$ cat src/rtl/intr_ctrl.sv
// intr_ctrl: 8-line rising-edge interrupt controller feeding the vector encoder.
// Latency: an edge sampled at clock k sets pending after k; a request appears after k+1.
// Backpressure: a selection stays frozen in REQ until intr_ack, or until it is retracted because of gie or the mask.
//
// Ports:
//   clk, reset           : clock and synchronous active-high reset
//   irq_in[7:0]          : interrupt lines; a 0->1 transition is an event
//   mask_we, mask_in     : mask register write (1 = line enabled)
//   ei, di               : global enable set / clear (di wins)
//   intr_ack, intr_ret   : CPU handshake (taken / returned)
//   intr_req, intr_selec : registered request and one-hot selected line
//   pending, in_service, gie : status

module intr_ctrl #(
  parameter int unsigned N_IRQ    = 8,
  parameter logic [7:0]  MASK_RST = 8'h00
) (
  input  logic             clk,
  input  logic             reset,
  input  logic [N_IRQ-1:0] irq_in,
  input  logic             mask_we,
  input  logic [N_IRQ-1:0] mask_in,
  input  logic             ei,
  input  logic             di,
  input  logic             intr_ack,
  input  logic             intr_ret,
  output logic             intr_req,
  output logic [N_IRQ-1:0] intr_selec,
  output logic [N_IRQ-1:0] pending,
  output logic             in_service,
  output logic             gie
);

  typedef enum logic [1:0] {
    ST_IDLE = 2'd0,
    ST_REQ  = 2'd1,
    ST_SVC  = 2'd2
  } state_t;

  state_t           state_q, state_d;
  logic [N_IRQ-1:0] prev_q, prev_d;
  logic [N_IRQ-1:0] pending_q, pending_d;
  logic [N_IRQ-1:0] mask_q, mask_d;
  logic             gie_q, gie_d;
  logic             intr_req_q, intr_req_d;
  logic [N_IRQ-1:0] intr_selec_q, intr_selec_d;
  logic             in_service_q, in_service_d;

  logic [N_IRQ-1:0] evt;
  logic [N_IRQ-1:0] cand;
  logic [N_IRQ-1:0] win;
  logic [N_IRQ-1:0] clr;

  always_comb begin
    evt  = irq_in & ~prev_q;
    cand = pending_q & mask_q;
    // Two's-complement trick isolates the lowest set bit (bit 0 = highest priority).
    win  = cand & (~cand + N_IRQ'(1));

    state_d      = state_q;
    prev_d       = irq_in;
    mask_d       = mask_we ? mask_in : mask_q;
    intr_req_d   = intr_req_q;
    intr_selec_d = intr_selec_q;
    in_service_d = in_service_q;
    clr          = '0;

    if (di)      gie_d = 1'b0;
    else if (ei) gie_d = 1'b1;
    else         gie_d = gie_q;

    case (state_q)
      ST_IDLE: begin
        if (gie_q && (cand != '0)) begin
          state_d      = ST_REQ;
          intr_req_d   = 1'b1;
          intr_selec_d = win;
        end
      end
      ST_REQ: begin
        // Ack beats retraction; the selection is never preempted.
        if (intr_ack) begin
          clr          = intr_selec_q;
          gie_d        = 1'b0;
          state_d      = ST_SVC;
          intr_req_d   = 1'b0;
          intr_selec_d = '0;
          in_service_d = 1'b1;
        end else if (!gie_q || ((intr_selec_q & mask_q) == '0)) begin
          state_d      = ST_IDLE;
          intr_req_d   = 1'b0;
          intr_selec_d = '0;
        end
      end
      ST_SVC: begin
        if (intr_ret) begin
          in_service_d = 1'b0;
          gie_d        = 1'b1;
          state_d      = ST_IDLE;
        end
      end
      default: begin
        state_d      = ST_IDLE;
        intr_req_d   = 1'b0;
        intr_selec_d = '0;
        in_service_d = 1'b0;
      end
    endcase

    // A fresh event on the line being cleared keeps the bit set.
    pending_d = (pending_q & ~clr) | evt;
  end

  always_ff @(posedge clk) begin
    if (reset) begin
      state_q      <= ST_IDLE;
      prev_q       <= irq_in;  // lines already high at reset raise no event
      pending_q    <= '0;
      mask_q       <= MASK_RST[N_IRQ-1:0];
      gie_q        <= 1'b0;
      intr_req_q   <= 1'b0;
      intr_selec_q <= '0;
      in_service_q <= 1'b0;
    end else begin
      state_q      <= state_d;
      prev_q       <= prev_d;
      pending_q    <= pending_d;
      mask_q       <= mask_d;
      gie_q        <= gie_d;
      intr_req_q   <= intr_req_d;
      intr_selec_q <= intr_selec_d;
      in_service_q <= in_service_d;
    end
  end

  assign intr_req   = intr_req_q;
  assign intr_selec = intr_selec_q;
  assign pending    = pending_q;
  assign in_service = in_service_q;
  assign gie        = gie_q;

endmodule

$ cat config.mk
export PLATFORM = sky130hd
export DESIGN_NAME = intr_ctrl
export DESIGN_NICKNAME = d
export VERILOG_FILES = /design/src/rtl/intr_ctrl.sv
export SDC_FILE = /design/constraint.sdc
export NUM_CORES = 1
export LEC_CHECK = 0
export BUFFER_PORTS_ARGS = -buffer_cell sky130_fd_sc_hd__buf_2
export CAP_MARGIN = 20
export CELL_PAD_IN_SITES_DETAIL_PLACEMENT = 0
export CELL_PAD_IN_SITES_GLOBAL_PLACEMENT = 1
export CORE_AREA = 2 2 67 69
export CTS_CLUSTER_SIZE = 12
export DETAILED_ROUTE_END_ITERATION = 6
export DIE_AREA = 0 0 69 71
export GPL_TIMING_DRIVEN = 0
export PLACE_DENSITY_LB_ADDON = 0.1
export SYNTH_ARGS = -nofsm -noshare
export SYNTH_HDL_FRONTEND = slang
export SYNTH_SLANG_ARGS = --single-unit
$ cat constraint.sdc
create_clock -name clk -period 2.4 [get_ports clk]
set_clock_uncertainty 0.05 [all_clocks]
set_input_delay 0.24 -clock clk [delete_from_list [all_inputs] [get_ports clk]]
set_output_delay 0.24 -clock clk [all_outputs]
set_load 0.01 [all_outputs]
==> summary.txt <==
Worst setup path
  – Worst path depth: 7
  – Critical Path RT: 2.57 ns
  – Critical path's slowest cell: or3_1
  – CP peak stage delay: 0.37 ns
  – Worst-path cell chain: inv_1, ha_1, nor2b_1, a41oi_2, o211ai_4, or3_1, a21oi_1
  – CP max FO: 8
  – Cell count of the worst reg-to-reg path: 7
  – CP Data Arrival Time: 2.15 ns
  – CP top delay family: compound AO/OA/AOI/OAI gates
  – WS Path Type: reg -> reg
  – R2r setup slk: 0.42 ns
  – Worst path bufs/invs: 1
  – Crit start category: flop
  – Crit path capture type: flop

Global routing
  – GR Util met3: 4.70%
  – Total grt overflow: 0
  – Gr usage total: 15.3%
  – First-pass GRT wire length: 6.01 mm
  – Largest net degree at the start of global routing: 12
  – Met2 usage: 26.3%
  – GRT busiest layer: met2
  – Vias in the first global route: 1,313
  – Initial antenna violation count: 0
  – Met1 usage: 18.2%

Yosys
  – Sequential area share after synthesis: 48.9%
  – Ys Warns: 0
  – Flops & latches, synth: 37
  – Synthesized cell area: 1510 sq um
  – Mapped Cells: 163
  – Mapped Avg Cell Area: 9.29 sq um
  – Post-synth net total: 189
  – Distinct cells, synth: 33

Drt
  – Final WL: 3.57 mm
  – DR pass1 iterations: 4
  – DR iter-0 viols: 58
  – Remaining DRCs: 0
  – Vias per cell: 5.09
  – Per-cell routed wire length: 13.4 um
  – Antenna Nets Post-Route: 0
  – Routed vias: 1,355

Run status
  – Status: finished clean

Layout
  – Ratio of cells with drive above 1 in the final layout: 24.3%
  – Synth-to-layout area growth: 25.0%
  – Commonest non-fill, non-tap cell in the layout: buf_2
  – Nets@finish: 239
  – Commonest non-fill, non-tap cells in the layout: buf_2 (40), dfxtp_1 (37), nor2_1 (21), nand2_1 (15)
  – Final cell count without fillers: 266
  – Filler cell count: 455
  – Ant. Diodes: 0

Pwr
  – Total power: 0.00121 W
  – Pwr/cell area: 641 nW/um^2
  – Static Leak: 0.787 nW
  – Maximum vdd drop: 0.000281 V

Timing
  – Post-route minimum period: 1.98 ns
  – Fin. max-slew vios: 0
  – FMAX: 505 MHz
  – Final period util: 82.5%
  – Final worst slack: 0.419 ns
  – Slew headroom: 61.7%
  – Slew @ Worst Pin: 0.574 ns
  – Final Hold Fails: 0
  – RSZ-0062 raised after global routing: no
  – Hold Slack: 0.00862 ns
  – Post-route setup TNS: 0 ns
  – Finish-stage setup viols: 0

Placement
  – Port Buffers: 40
  – Pre-CTS WS: 0.482 ns
  – Placed Instances: 255
  – Hpwl dp: 2.71 mm
  – Gpl congestion: 0.758

Clock tree
  – CTS tree: yes
  – Clock sinks: 37
  – H-tree depth: 2
  – CTS Root Cell: clkbuf_8
  – Clock transition at path regs: 0.08 ns
  – Clock latency at the later pin of the worst-skew pair: 0.29 ns
  – CTS Buf Count: 5
  – Post-cts repair resize count: 0
  – CTS Buffer Depth: 2

Die
  – Core Rows: 24
  – Die area: 4900 sq um
  – CORE AREA: 4200 sq um
  – Die Y-Extent: 71 um
  – Ports: 42
  – Starting Density: 36.0%
  – Die width: 69 um

Run
  – Max-cap viol count: 0

Min path
  – Min-delay worst type: in -> reg
  – Cells on Worst Hold Path: 1
[cell type report]
| type | instances | area, sq um | area share [%] |
|---|---|---|---|
| well taps | 52 | 65.1 | 3.44 |
| multi-input cells | 116 | 732 | 38.7 |
| clock buffers | 6 | 72.6 | 3.84 |
| repair buffers | 43 | 230 | 12.2 |
| flip-flops and latches | 37 | 741 | 39.2 |
| clock inverters | 2 | 10.0 | 0.529 |
| inverters | 4 | 15.0 | 0.794 |
| plain buffers | 6 | 26.3 | 1.39 |
[cell usage after synthesis (all sizes together)]
cell type / n / share of area [%]
o31ai: 2 / 0.99
a31oi: 1 / 0.41
nand3b: 7 / 3.5
a22oi: 6 / 3.0
nor3: 2 / 0.66
o21ai: 3 / 0.99
nand2b: 1 / 0.41
a21oi: 12 / 4.0
o21bai: 1 / 0.50
nand3: 4 / 1.3
buf: 2 / 0.74
o211ai: 1 / 1.4
or3b: 1 / 0.58
or2: 1 / 0.41
and4: 3 / 1.7
ha: 3 / 2.5
o41ai: 1 / 0.58
a311oi: 1 / 0.58
dfxtp: 37 / 49
inv: 4 / 0.99
nor2b: 12 / 5.0
a222oi: 2 / 1.3
o21ba: 1 / 0.66
or3: 1 / 0.41
nor2: 21 / 5.2
mux2i: 8 / 5.3
nand4: 3 / 1.2
a41oi: 1 / 1.1
nand2: 15 / 3.7
clkbuf: 4 / 0.99
and2: 1 / 0.41
a221oi: 1 / 0.58
[routing by layer]
metal  wire length, um  vias up
li1                  -      680
met1              1610      633
met2              1700       38
met3               207        4
met4                46        0
met5                 0        -
[power breakdown]
| part | switching [W] | total (W) | internal [W] |
|---|---|---|---|
| registers | 0.0000246 | 0.000668 | 0.000643 |
| logic | 0.0000692 | 0.000131 | 0.0000623 |
| clock network | 0.000212 | 0.000413 | 0.000201 |
| total | 0.000306 | 0.00121 | 0.000907 |
[sequential cells by signal (all words and copies together) (netlist names)]
| signal | count |
|---|---|
| intr_selec | 8 |
| mask_q | 8 |
| pending | 8 |
| prev_q | 8 |
| state_q | 2 |
| gie | 1 |
| in_service | 1 |
| intr_req | 1 |
[kinds of logic after synthesis]
family,synth area share [%]
buffers and inverters,2.73
AND/OR/NAND/NOR,24.5
multiplexers,5.29
adder cells (fa/ha/maj),2.48
AO/OA/AOI/OAI,16.0
flip-flops,48.9
[per-stage QoR]
step	utilization, %	cell area (sq um)
after global placement	42.3	1780
after CTS	44.3	1860
after global routing	45.0	1890
final	45.0	1890
after detailed placement	42.3	1780
after floorplan	-	1510
[repair_timing]
item,CTS,global route
hold buffers,0,3
endpoints found under the hold margin,0,3
buffers inserted,0,0
[final timing paths]
kind,startpoint,to
hold reg to reg,intr_selec[1]$_SDFFE_PP0P_,intr_selec[1]$_SDFFE_PP0P_
hold / removal,irq_in[1],prev_q[1]$_DFF_P_
setup / recovery,state_q[1]$_SDFFE_PP0P_,intr_selec[1]$_SDFFE_PP0P_
setup reg to reg,state_q[1]$_SDFFE_PP0P_,intr_selec[1]$_SDFFE_PP0P_
Power figures use the tool's default switching activity.
